## src/rtl/led_sequencer.sv

```systemverilog
// -----------------------------------------------------------------------------
// led_sequencer
//
// Drives six active-low board LEDs with one of three animations, chosen by a
// mode button and frozen or unfrozen by a pause button.
//   COUNT  : 6-bit binary up-counter
//   BOUNCE : single lit LED sweeping left and right
//   BLINK  : all LEDs toggling together
// Each animation advances one step every WAIT_TIME clock cycles. Both buttons
// are asynchronous and active-low. Each one is synchronized, debounced over
// DEBOUNCE stable cycles, and reduced to a one-cycle press event.
//
// Ports
//   clk       : single clock, all state on the rising edge
//   rst_n     : synchronous active-low reset
//   btn_mode  : async active-low button, cycles COUNT -> BOUNCE -> BLINK
//   btn_pause : async active-low button, toggles paused
//   led[5:0]  : active-low LED drive (~pattern)
//   mode[1:0] : current state (COUNT=0, BOUNCE=1, BLINK=2)
//   paused    : high while stepping is frozen
//   tick      : one-cycle pulse in the cycle a new pattern step is shown
// -----------------------------------------------------------------------------
module led_sequencer #(
  parameter int unsigned WAIT_TIME = 13500000,
  parameter int unsigned DEBOUNCE  = 270000
) (
  input  logic       clk,
  input  logic       rst_n,
  input  logic       btn_mode,
  input  logic       btn_pause,
  output logic [5:0] led,
  output logic [1:0] mode,
  output logic       paused,
  output logic       tick
);

  localparam logic [23:0] PRESC_LAST = 24'(WAIT_TIME - 1);
  localparam logic [19:0] DB_LAST    = 20'(DEBOUNCE - 1);
  localparam logic        DIR_LEFT   = 1'b0;
  localparam logic        DIR_RIGHT  = 1'b1;
  localparam int          BTN_MODE   = 0;
  localparam int          BTN_PAUSE  = 1;

  typedef enum logic [1:0] {
    ST_COUNT  = 2'd0,
    ST_BOUNCE = 2'd1,
    ST_BLINK  = 2'd2
  } state_e;

  // Next {direction, pattern} for one bounce step. The direction flips at the
  // end positions, so the lit bit never leaves the 6-bit field. A pattern that
  // is not one-hot recovers to the entry value.
  function automatic logic [6:0] bounce_next(input logic [5:0] pat, input logic dir);
    logic [6:0] res;
    case (pat)
      6'b000001: res = {DIR_LEFT, 6'b000010};
      6'b100000: res = {DIR_RIGHT, 6'b010000};
      6'b000010,
      6'b000100,
      6'b001000,
      6'b010000: begin
        if (dir == DIR_LEFT) begin
          res = {DIR_LEFT, pat << 1};
        end else begin
          res = {DIR_RIGHT, pat >> 1};
        end
      end
      default:   res = {DIR_LEFT, 6'b000001};
    endcase
    return res;
  endfunction

  // Button index 0 is mode and index 1 is pause.
  logic [1:0]       btn_raw_s;
  logic [1:0]       sync1_q, sync1_d;
  logic [1:0]       sync2_q, sync2_d;
  logic [1:0]       db_lvl_q, db_lvl_d;
  logic [1:0][19:0] db_cnt_q, db_cnt_d;
  logic [1:0]       press_s;

  state_e           state_q, state_d;
  logic [5:0]       pattern_q, pattern_d;
  logic             dir_q, dir_d;
  logic [23:0]      presc_q, presc_d;
  logic             paused_q, paused_d;
  logic             tick_q, tick_d;
  logic             step_s;
  logic [6:0]       bounce_s;

  assign btn_raw_s = {btn_pause, btn_mode};

  // Synchronizer shift and debounce counters. A press is the cycle in which
  // the debounced level is about to fall from 1 to 0.
  always_comb begin
    sync1_d = btn_raw_s;
    sync2_d = sync1_q;
    for (int i = 0; i < 2; i++) begin
      db_lvl_d[i] = db_lvl_q[i];
      db_cnt_d[i] = db_cnt_q[i];
      press_s[i]  = 1'b0;
      if (sync2_q[i] == db_lvl_q[i]) begin
        db_cnt_d[i] = 20'd0;
      end else if (db_cnt_q[i] == DB_LAST) begin
        db_lvl_d[i] = sync2_q[i];
        db_cnt_d[i] = 20'd0;
        // The level differs from the sample, so an old level of 1 means it falls now.
        press_s[i]  = db_lvl_q[i];
      end else begin
        db_cnt_d[i] = db_cnt_q[i] + 20'd1;
      end
    end
  end

  // Sequencer next state. A mode press overrides a coincident step.
  always_comb begin
    state_d   = state_q;
    pattern_d = pattern_q;
    dir_d     = dir_q;
    presc_d   = presc_q;
    paused_d  = paused_q;
    tick_d    = 1'b0;
    step_s    = (!paused_q) && (presc_q == PRESC_LAST);
    bounce_s  = bounce_next(pattern_q, dir_q);

    if (press_s[BTN_MODE]) begin
      presc_d = 24'd0;
      dir_d   = DIR_LEFT;
      case (state_q)
        ST_COUNT: begin
          state_d   = ST_BOUNCE;
          pattern_d = 6'b000001;
        end
        ST_BOUNCE: begin
          state_d   = ST_BLINK;
          pattern_d = 6'b000000;
        end
        ST_BLINK: begin
          state_d   = ST_COUNT;
          pattern_d = 6'b000000;
        end
        default: begin
          state_d   = ST_COUNT;
          pattern_d = 6'b000000;
        end
      endcase
    end else if (step_s) begin
      presc_d = 24'd0;
      tick_d  = 1'b1;
      case (state_q)
        ST_COUNT:  pattern_d = pattern_q + 6'd1;
        ST_BOUNCE: begin
          dir_d     = bounce_s[6];
          pattern_d = bounce_s[5:0];
        end
        ST_BLINK:  pattern_d = ~pattern_q;
        default: begin
          state_d   = ST_COUNT;
          pattern_d = 6'b000000;
        end
      endcase
    end else if (!paused_q) begin
      presc_d = presc_q + 24'd1;
    end else begin
      presc_d = presc_q;
    end

    if (press_s[BTN_PAUSE]) begin
      paused_d = ~paused_q;
    end else begin
      paused_d = paused_q;
    end
  end

  // State registers with synchronous active-low reset.
  always_ff @(posedge clk) begin
    if (!rst_n) begin
      sync1_q   <= 2'b11;
      sync2_q   <= 2'b11;
      db_lvl_q  <= 2'b11;
      db_cnt_q  <= '0;
      state_q   <= ST_COUNT;
      pattern_q <= 6'b000000;
      dir_q     <= DIR_LEFT;
      presc_q   <= 24'd0;
      paused_q  <= 1'b0;
      tick_q    <= 1'b0;
    end else begin
      sync1_q   <= sync1_d;
      sync2_q   <= sync2_d;
      db_lvl_q  <= db_lvl_d;
      db_cnt_q  <= db_cnt_d;
      state_q   <= state_d;
      pattern_q <= pattern_d;
      dir_q     <= dir_d;
      presc_q   <= presc_d;
      paused_q  <= paused_d;
      tick_q    <= tick_d;
    end
  end

  assign led    = ~pattern_q;
  assign mode   = state_q;
  assign paused = paused_q;
  assign tick   = tick_q;

endmodule
```

## config.mk

```make
export PLATFORM = sky130hd
export DESIGN_NAME = led_sequencer
export DESIGN_NICKNAME = d
export VERILOG_FILES = /design/src/rtl/led_sequencer.sv
export SDC_FILE = /design/constraint.sdc
export NUM_CORES = 1
export LEC_CHECK = 0
export ABC_AREA = 1
export CAP_MARGIN = 20
export CORE_MARGIN = 10
export CORE_UTILIZATION = 56
export DETAILED_ROUTE_END_ITERATION = 8
export GPL_TIMING_DRIVEN = 1
export PLACE_DENSITY = 0.74
export SYNTH_ARGS = -nofsm -noshare
export SYNTH_HDL_FRONTEND = slang
export SYNTH_SLANG_ARGS = --single-unit
```

## constraint.sdc

```tcl
create_clock -name clk -period 1.5 [get_ports clk]
set_clock_uncertainty 0.1 [all_clocks]
set_input_delay 0.45 -clock clk [delete_from_list [all_inputs] [get_ports clk]]
set_output_delay 0.45 -clock clk [all_outputs]
set_load 0.02 [all_outputs]
```

======== After elaboration in Yosys (flattened, before gate mapping) ========
Cells that the tools add are included.
cells by class
  $add $sub $neg .......................... 4
  equal/unequal tests ..................... 14
  mux-type cells .......................... 15
  bitwise operators ....................... 5
  reduce and logical (&&, ||, !) cells .... 14
operators by type and width
  cell                                             number
  adder 20 x 1 -> 20 bit, second input constant    2
  == test 20 x 19 -> 1 bit, second input constant  2
  adder 24 x 1 -> 24 bit, second input constant    1
  == test 24 bit, second input constant            1
  case mux 7 bit (3 select lines)                  1
  case mux 6 bit (3 select lines)                  1
  two-way mux 6 bit                                2
  OR reduction 3 bit                               4
  AND reduction 2 bit                              4
  two-way mux 7 bit                                1
  adder 6 x 1 -> 6 bit, second input constant      1
  == test 6 x 1 -> 1 bit, second input constant    1
  == test 6 x 2 -> 1 bit, second input constant    1
  == test 6 x 3 -> 1 bit, second input constant    1
  == test 6 x 4 -> 1 bit, second input constant    1
  == test 6 x 5 -> 1 bit, second input constant    1
  == test 6 bit, second input constant             1
  two-way mux 1 bit                                6
  two-way mux 2 bit                                3
  inverter 6 bit                                   1
  inverter 1 bit                                   4
  case mux 2 bit (2 select lines)                  1
  OR reduction 4 bit                               1
  == test 1 bit                                    2
  8 further kinds                                  8
word-level totals
  register bits ........................... 81
  input port bits ......................... 4
  output and inout port bits .............. 10
  word-level logic and storage cells ...... 64

======== Depth between registers and ports, before layout ========
Gate-level depths: netlist of run 1.
  word-level depth ........................ 6
  gate-level depth with buffers ........... 11
  gate-level depth less buffers ........... 10

======== Least setup slack after synthesis of run 1 ========
Ideal clock, no wire load.
  kind .................................... reg2reg
  start ................................... register db_cnt_q[0] (netlist name)
  end ..................................... register db_cnt_q[12] (netlist name)
  library setup time ...................... 0.114 ns
  arrival time ............................ 1.381 ns
  data required time ...................... 1.286 ns
  path slack .............................. -0.095 ns
  stages on the path, launching flop included .. 8
  buffers on the path ..................... 1
  clock period less this slack ............ 1.595 ns
  cells stage by stage .................... dfxtp_1 > ha_1 > nand3_2 > nor2_4 > nand3_1 > nand2_2 > buf_4 > nor2_1
between the ends
  word-level cells in the longest chain between the ends .. 2
  elaborated cells between the ends (all ways) .. 3
  those cells by class .................... add/sub (1); eq/ne (1); reduce/logical (1)
ends and longest elaborated chain
  item                                                                            RTL line  text
  start: declaration                                                              78        logic [1:0][19:0] db_cnt_q, db_cnt_d;
  start signal: assignment                                                        191       db_cnt_q <= db_cnt_d;
  parallel branches: the longest is 2 deep, another holds adder 20 x 1 -> 20 bit  --
Parallel ways; which one is timed is not known.
A chain may end at the register's enable or synchronous reset.

======== Worst setup path in the final report of run 1 ========
  start ................................... register presc_q[19]
  end ..................................... register state_q[1] (netlist: mode[1])
between the ends
  word-level cells in the longest chain between the ends .. 4
ends and longest elaborated chain
  item                                  RTL line  text
  start: declaration                    84        logic [23:0] presc_q, presc_d;
  start signal: assignment              195       presc_q <= presc_d;
  == test 24 bit                        122       step_s = (!paused_q) && (presc_q == PRESC_LAST);
  logical AND 1 bit                     122
  nonzero test 2 bit (no source line)   --
  AND reduction 2 bit (no source line)  --
  end signal: assignment                192       state_q <= state_d;
  end: declaration                      81        state_e state_q, state_d;
Every way passes these cells.

==> results of run 1 <==
## what timing repair did
action,in CTS,in global routing
hold buffers,0,0
resized for setup,83,81
buffers inserted,3,10
gates cloned,2,2
setup endpoints to repair,81,78
pin swaps,24,35
## per-stage QoR
| stage | setup TNS [ps] | hold slack, ps |
|---|---|---|
| floorplan | 0 | 293 |
| global placement | -14950 | 296 |
| detailed placement | -16320 | 303 |
| CTS | -2060 | 327 |
| global route | -9280 | 333 |
| finish | -3130 | 327 |
## cells in the final DEF, fill, tap and decap left out, types with 3 or more instances in the layout
cell type / synthesis / layout
sky130_fd_sc_hd__nand2_1: 154 / 144
sky130_fd_sc_hd__buf_4: 4 / 94
sky130_fd_sc_hd__nor2_1: 91 / 68
sky130_fd_sc_hd__inv_1: 65 / 60
sky130_fd_sc_hd__dfxtp_1: 81 / 52
sky130_fd_sc_hd__nand3_1: 46 / 41
sky130_fd_sc_hd__dfxtp_2: 0 / 27
sky130_fd_sc_hd__nor2_2: 19 / 26
sky130_fd_sc_hd__nor2_4: 10 / 26
sky130_fd_sc_hd__a21oi_1: 33 / 26
sky130_fd_sc_hd__nand4_1: 22 / 22
sky130_fd_sc_hd__xor2_1: 22 / 17
sky130_fd_sc_hd__inv_2: 10 / 16
sky130_fd_sc_hd__nor3_1: 18 / 12
sky130_fd_sc_hd__nand2_2: 7 / 12
sky130_fd_sc_hd__clkbuf_8: 0 / 9
sky130_fd_sc_hd__nor3_2: 4 / 8
sky130_fd_sc_hd__buf_2: 1 / 8
sky130_fd_sc_hd__nand3_2: 5 / 7
sky130_fd_sc_hd__nand2_4: 2 / 7
sky130_fd_sc_hd__or2_2: 7 / 7
sky130_fd_sc_hd__a21oi_2: 1 / 7
sky130_fd_sc_hd__nand3_4: 3 / 6
sky130_fd_sc_hd__o21ai_0: 6 / 6
sky130_fd_sc_hd__nand3b_1: 5 / 5
sky130_fd_sc_hd__xor2_2: 0 / 5
sky130_fd_sc_hd__buf_6: 2 / 5
sky130_fd_sc_hd__xnor2_1: 5 / 4
sky130_fd_sc_hd__ha_1: 7 / 4
sky130_fd_sc_hd__nor3_4: 1 / 3
sky130_fd_sc_hd__nor3b_2: 2 / 3
sky130_fd_sc_hd__ha_4: 0 / 3
sky130_fd_sc_hd__buf_12: 0 / 3
## area by class of cell
| class | instances | area (µm²) | area share, % |
|---|---|---|---|
| multi-input cells | 484 | 2990 | 47.8 |
| flip-flops and latches | 81 | 1660 | 26.6 |
| well taps | 102 | 128 | 2.04 |
| clock buffers | 11 | 131 | 2.10 |
| inverters | 78 | 295 | 4.73 |
| repair buffers | 116 | 958 | 15.4 |
| clock inverters | 5 | 80.1 | 1.28 |
## cell families after synthesis
logic type | after synthesis | synth area share, %
xor gates and xnor gates | 27 | 5.18
buffers and inverters | 87 | 7.89
and+or+nand+nor | 403 | 43.9
AOI/OAI and AO/OA | 47 | 5.59
DFF | 81 | 35.5
adders and majority gates | 7 | 1.92
## flip-flops by register name (all words and copies together) (netlist names), 2 cells and up
name       cells
db_cnt_q      40
presc_q       24
pattern_q      6
db_lvl_q       2
mode           2
sync1_q        2
sync2_q        2
## per-layer routing
layer / share of wire (%) / up-vias / routed length, µm / GRT usage, %
met5: 0 / - / 0 / 0
met4: 3.1 / 0 / 395 / 9.17
met3: 5.7 / 42 / 721 / 2.84
met2: 50 / 178 / 6370 / 32.6
met1: 41 / 2269 / 5150 / 23.3
li1: - / 2314 / - / -
## report_power, final
group	total [mW]	leakage, nW	switching [mW]	internal (mW)
registers	2.17	0.669	0.0139	2.16
clock network	1.78	0.0995	0.842	0.936
logic	0.160	1.68	0.0832	0.0769
## path summary, 6_finish.rpt
check | depth (start not counted) | startpoint | slack [ps] | end
max | 8 | presc_q[19] | -160 | mode[1]
min | 1 | sync1_q[1] | 330 | sync2_q[1]
max reg2reg | 8 | presc_q[19] | -160 | mode[1]
min reg2reg | 1 | sync1_q[1] | 330 | sync2_q[1]
## worst max-delay path, cell delays in order, from the launching register on
cell                      delay (ps)
sky130_fd_sc_hd__dfxtp_2         360
sky130_fd_sc_hd__nand2_1         140
sky130_fd_sc_hd__nor2_2          220
sky130_fd_sc_hd__nand3_2         130
sky130_fd_sc_hd__nor2_4          170
sky130_fd_sc_hd__buf_6           120
sky130_fd_sc_hd__nand2_1          80
sky130_fd_sc_hd__a21oi_1         170
sky130_fd_sc_hd__nor2_1           60
==> metrics.sh, run 1 <==
RUN_STATUS='finished, violations left'
FAILED_CHECKS='negative setup slack'
PIN_COUNT_OF_THE_BIGGEST_NET_ENTERING_GLOBAL_ROUTING=21
DPL.CELL_COUNT=844
ANTENNA_FOUND_INITIAL=0
SYNTH_TOP_CELL_BY_AREA='sky130_fd_sc_hd__dfxtp_1'
POST-SYNTH-TOP-COUNT-CELL='sky130_fd_sc_hd__nand2_1'
FINALINSTANCEAREA_UM2=6240
SLEW_HR_PCT=76.5
SYNTH_TOP_FLOP_CELL='sky130_fd_sc_hd__dfxtp_1'
CLK_LATENCY_PS=370
FILLERS=522
GRT_USAGE_PCT=19.2
POST_DRT_WL_PER_CELL_UM=14.4
FIRST_PASS_ITERS=5
SYNTHARSTFLOPSHARE_PCT=0
ROUTED_VIA_DENSITY=5.48
CLK_PATH_BUF_DEPTH=2
CRITPATHREQUIREDTIME_PS=1660
SYNTH_WARNINGS=0
WORST_SLACK_PS=-158
POST_ROUTE_CELLS_DRIVE_ABOVE_1_SHARE_PCT=38.5
ROUTE.VIAS.TOTAL=4803
POST_SYNTH_NET_TOTAL=663
CRIT_TYPE='reg -> reg'
CELLS_AFTER_SYNTH=652
INITIAL_UTIL_PCT=58.2
CTS.SINKS=81
HPWLAFTERDP_MM=7.95
CTS_ROOT_BUFFER='sky130_fd_sc_hd__clkbuf_8'
SYNTH-SEQ-CELLS=81
TIMING.FINAL.CRIT_PERIOD_PS=1660
YOSYS.AREA.TOP_TYPE_SHARE_PCT=35.5
TRITONCTS='built'
YS_SEQ_AREA_SHARE_PCT=35.5
GLOBAL_ROUTE.OVERFLOW_TOTAL=0
WORST-SLEW-PIN-TRANSITION_PS=350
DP_WORST_SETUP_SLACK_PS=-347
DESIGN.DIE.AREA_UM2=12200
SYN_AREA_UM2=4570
ROUTE.ANTENNA.REMAINING_NETS=0
ROW_COUNT=32
CTS.HTREE.LEVELS=3
CTS_BUFFERS=9
POWER.STATIC_LEAKAGE_nW=2.44
LAYOUT.NETS=781
VERTICAL_DIE_DIMENSION_UM=110
GRT_SETUP_UNREPAIRED='true'
ACHIEVABLE-FREQUENCY_MHz=603
PORT-BUFFER-COUNT=13
NETLIST-CELL-TYPE-COUNT=42
FINALHOLDVIOLCOUNT=0
SETUP_VIOL=52
END_KIND='register'
VDD_DROP_MAX_mV=0.520
POWER_DENSITY_nW_PER_UM2=659
SETUP.WORST_PATH.START_CLASS='register'
POSTPLACECELLAREA_UM2=5480
SYNTH.TOP_CELLS.BY_COUNT='sky130_fd_sc_hd__nand2_1 (154), sky130_fd_sc_hd__nor2_1 (91), sky130_fd_sc_hd__dfxtp_1 (81), sky130_fd_sc_hd__inv_1 (65), sky130_fd_sc_hd__nand3_1 (46)'
POST_LAYOUT_NONFILLER_INSTANCES=877
SYNTHTOPCELLSBYAREA='sky130_fd_sc_hd__dfxtp_1 (35%), sky130_fd_sc_hd__nand2_1 (13%), sky130_fd_sc_hd__nor2_1 (7.5%)'
DRT_WL_TOTAL_MM=12.6
HOLD_PATH.CLASS='reg -> reg'
CRIT_ARRIVAL_PS=1820
LAYOUT-AREA-OVERHEAD-VS-SYNTH_PCT=36.6
INITIALDRTVIOLATIONCOUNT=234
NUMBER_OF_SYNTHESIZED_FLOPS_WITH_AN_ENABLE_PIN=0
CLKTRANSATPATHREGS_PS=90
RD_PLACE_CONGESTION=0.912
FINAL_MIN_PERIOD_OVER_CLOCK_PERIOD_PCT=111
ANTENNA_CELLS_INSERTED=0
LAYOUT.CORE_UTILIZATION_PCT=79.5
POWER_mW=4.11
FP.DIEW_UM=110
GRT_PASS1_WL_MM=19.1
MAX-CAP-VIOLATIONS=0
POST_SYNTH.CELL_AREA_AVG_UM2=7.01
FINALMAXSLEWVIOLATIONS=0
TIMING.CRITICAL_PATH.FANOUT_MAX=4
GRT_PASS1_VIAS=4382
COREAREA_UM2=7850
DETAIL_ROUTE.DRC_VIOLATIONS=0
BOUNDARYPINS=14
No activity file was read; power rests on OpenSTA's default activity.
==> inputs of run 2 (changes only) <==
--- a/config.mk
+++ b/config.mk
@@ -8,10 +8,11 @@
 export ABC_AREA = 1
 export CAP_MARGIN = 20
 export CORE_MARGIN = 10
-export CORE_UTILIZATION = 56
+export CORE_UTILIZATION = 58
+export CTS_BUF_LIST = sky130_fd_sc_hd__clkbuf_4 sky130_fd_sc_hd__clkbuf_8
 export DETAILED_ROUTE_END_ITERATION = 8
 export GPL_TIMING_DRIVEN = 1
-export PLACE_DENSITY = 0.74
+export PLACE_DENSITY = 0.76
 export SYNTH_ARGS = -nofsm -noshare
 export SYNTH_HDL_FRONTEND = slang
 export SYNTH_SLANG_ARGS = --single-unit
==> run 2 against run 1 <==
Critical path type unchanged. Non-clock buffer count decreased by 5. Total power decreased by 3.7%. The run still ends with negative setup slack left. Global-route usage decreased by 0.44 points. Highest routed layer unchanged. Combinational power decreased by 8%. Final area increased by 0.96%. Final cell count decreased by 0.57%. Critical path depth increased by 1. Register-to-register slack improved by 60 ps. Hold slack improved by 8.1 ps. Utilization increased by 2.4 points. Die area decreased by 2.8%.
==> metrics.sh, run 2 (synthesis results as in run 1) <==
ANTENNA_FOUND_INITIAL=0
GRT_USAGE_PCT=18.8
CTS.SINKS=81
FIRST_PASS_ITERS=5
FINALINSTANCEAREA_UM2=6300
ROUTE.ANTENNA.REMAINING_NETS=0
FINAL_MIN_PERIOD_OVER_CLOCK_PERIOD_PCT=107
WORST_HOLD_SLACK_PS=335
CTS.HTREE.LEVELS=3
MAX_REG_FLOPS=40
CTS_ROOT_BUFFER='sky130_fd_sc_hd__clkbuf_8'
MAX-CAP-VIOLATIONS=0
ACHIEVABLE-FREQUENCY_MHz=625
POWER_DENSITY_nW_PER_UM2=629
MOST-COMMON-LAYOUT-CELLS='sky130_fd_sc_hd__nand2_1 (138), sky130_fd_sc_hd__buf_4 (85), sky130_fd_sc_hd__nor2_1 (74), sky130_fd_sc_hd__inv_1 (59), sky130_fd_sc_hd__dfxtp_1 (50)'
WORST_SLACK_PS=-99.5
HPWLAFTERDP_MM=7.83
WORST_R2R_PATH_DEPTH=9
RUN_STATUS='finished, violations left'
LAYOUT.CORE_UTILIZATION_PCT=82.0
DETAIL_ROUTE.DRC_VIOLATIONS=0
VDD_DROP_MAX_mV=0.758
WORSTHOLDENDPOINT='sync2_q[0]'
HOLD_PATH.CLASS='reg -> reg'
CRIT_ARRIVAL_PS=1760
HOLD_PATH_DEPTH=1
CLKTRANSATPATHREGS_PS=90
RD_PLACE_CONGESTION=0.917
POSTPLACECELLAREA_UM2=5410
DRT_WL_TOTAL_MM=12.8
TIMING.CRITICAL_PATH.FANOUT_MAX=4
POWER.STATIC_LEAKAGE_nW=2.49
LAYOUT_TOP_REGISTERS='db_cnt_q: 40 flops, presc_q: 24 flops, pattern_q: 6 flops'
FAILED_CHECKS='negative setup slack'
BOUNDARYPINS=14
GRT_PASS1_VIAS=4271
SETUP_VIOL=72
VERTICAL_DIE_DIMENSION_UM=109
SETUP.WORST_PATH.START_CLASS='register'
CTS_BUFFERS=9
DPL.CELL_COUNT=834
COREAREA_UM2=7690
ROW_COUNT=32
POST_LAYOUT_NONFILLER_INSTANCES=872
ANTENNA_CELLS_INSERTED=0
WORSTREG2REGSTART='presc_q[8]'
CRIT_TYPE='reg -> reg'
POST_DRT_WL_PER_CELL_UM=14.7
CLK_PATH_BUF_DEPTH=2
END_KIND='register'
FINALMAXSLEWVIOLATIONS=0
TRITONCTS='built'
HP-START='sync1_q[0]'
POST_ROUTE_CELLS_DRIVE_ABOVE_1_SHARE_PCT=39.1
GRT_SETUP_UNREPAIRED='true'
LAYOUT.NETS=776
MOST_FREQUENT_STANDARD_CELL_IN_THE_LAYOUT_EXCLUDING_FILL_AND_TAP_CELLS='sky130_fd_sc_hd__nand2_1'
GRT_PASS1_WL_MM=18.7
GLOBAL_ROUTE.OVERFLOW_TOTAL=0
PORT-BUFFER-COUNT=13
CLK_LATENCY_PS=360
REGISTERS.TOP_BY_FF_COUNT='db_cnt_q'
R2R_SLACK_PS=-100
ROUTE.VIAS.TOTAL=4726
INITIAL_UTIL_PCT=59.4
CTS_HOLD_BUF=0
REG2REG_TO='presc_q[19]'
LAYOUT-AREA-OVERHEAD-VS-SYNTH_PCT=37.9
FP.DIEW_UM=109
ROUTED_VIA_DENSITY=5.42
TIMING.FINAL.CRIT_PERIOD_PS=1600
CRITPATHREQUIREDTIME_PS=1660
WORST-SLEW-PIN-TRANSITION_PS=350
INITIALDRTVIOLATIONCOUNT=290
FINALHOLDVIOLCOUNT=0
DESIGN.DIE.AREA_UM2=11800
SLEW_HR_PCT=76.5
PIN_COUNT_OF_THE_BIGGEST_NET_ENTERING_GLOBAL_ROUTING=21
[run 2: cell types whose count changed in the layout (fill, tap and decap cells not counted), moves of 4 or more]
| cell | change |
|---|---|
| sky130_fd_sc_hd__nor2_2 | -7 |
| sky130_fd_sc_hd__buf_4 | -9 |
| sky130_fd_sc_hd__dfxtp_4 | +5 |
| sky130_fd_sc_hd__nor2_1 | +6 |
| sky130_fd_sc_hd__a21oi_2 | +4 |
| sky130_fd_sc_hd__nand2_1 | -6 |
| sky130_fd_sc_hd__buf_2 | -4 |
| sky130_fd_sc_hd__nand2_2 | +4 |
| sky130_fd_sc_hd__a21oi_1 | -4 |
| sky130_fd_sc_hd__buf_6 | +7 |
[run 2: metrics by stage]
step                      setup WS, ps  TNS (ps)  power, mW
final                            -99.5     -3530       3.96
after CTS                        -84.2     -1670       3.94
after global placement            -271    -16340       2.32
after floorplan                   2.75         0       2.28
after detailed placement          -301    -16900       2.33
after global routing              -196     -9370       4.07
[run 2: repair_timing]
item / 4_1_cts / 5_1_grt
cloned: 1 / 4
pin swaps: 18 / 43
endpoints found under the setup margin: 82 / 81
gates resized for setup: 77 / 118
buffers inserted: 5 / 13
[run 2: worst max-delay path by stage]
stage | from | end | slack (ps) | depth (start not counted)
floorplan | presc_q[1] | presc_q[22] | 3 | 8
global placement | rst_n | presc_q[17] | -270 | 5
detailed placement | rst_n | presc_q[17] | -300 | 5
CTS | db_cnt_q[1] | presc_q[11] | -80 | 7
global route | paused | presc_q[19] | -200 | 10
finish | presc_q[8] | presc_q[19] | -100 | 9
[run 2: where the power goes]
group          internal [mW]  total (mW)  switching [mW]
Clock                  0.795        1.65           0.856
Combinational         0.0723       0.147          0.0743
Sequential              2.15        2.16          0.0138
[run 2: critical path, cell delays in order, from the launching register on]
cell and delay (ps):
sky130_fd_sc_hd__dfxtp_1 410, sky130_fd_sc_hd__inv_2 70, sky130_fd_sc_hd__nor3_4 220, sky130_fd_sc_hd__nand2_4 120
sky130_fd_sc_hd__nor2_4 120, sky130_fd_sc_hd__nand2_2 80, sky130_fd_sc_hd__nor2_1 120, sky130_fd_sc_hd__nand2_1 90
sky130_fd_sc_hd__nand2_1 140, sky130_fd_sc_hd__nor2_4 40
[run 2: routing by layer]
layer	track usage (%)	vias up	share of wire [%]
met5	0	-	0
met4	6.31	0	2.5
met2	32.7	178	51
met1	22.6	2205	40
li1	-	2305	-
met3	3.78	38	6.2
[run 2: area by class of cell]
type / count / area, µm²
clock inverter: 6 / 66.3
fill: 452 / 1390
sequential: 81 / 1680
timing repair buffer: 111 / 972
tap: 102 / 128
multi-input combinational: 484 / 3020
clock buffer: 10 / 131
inverter: 78 / 303
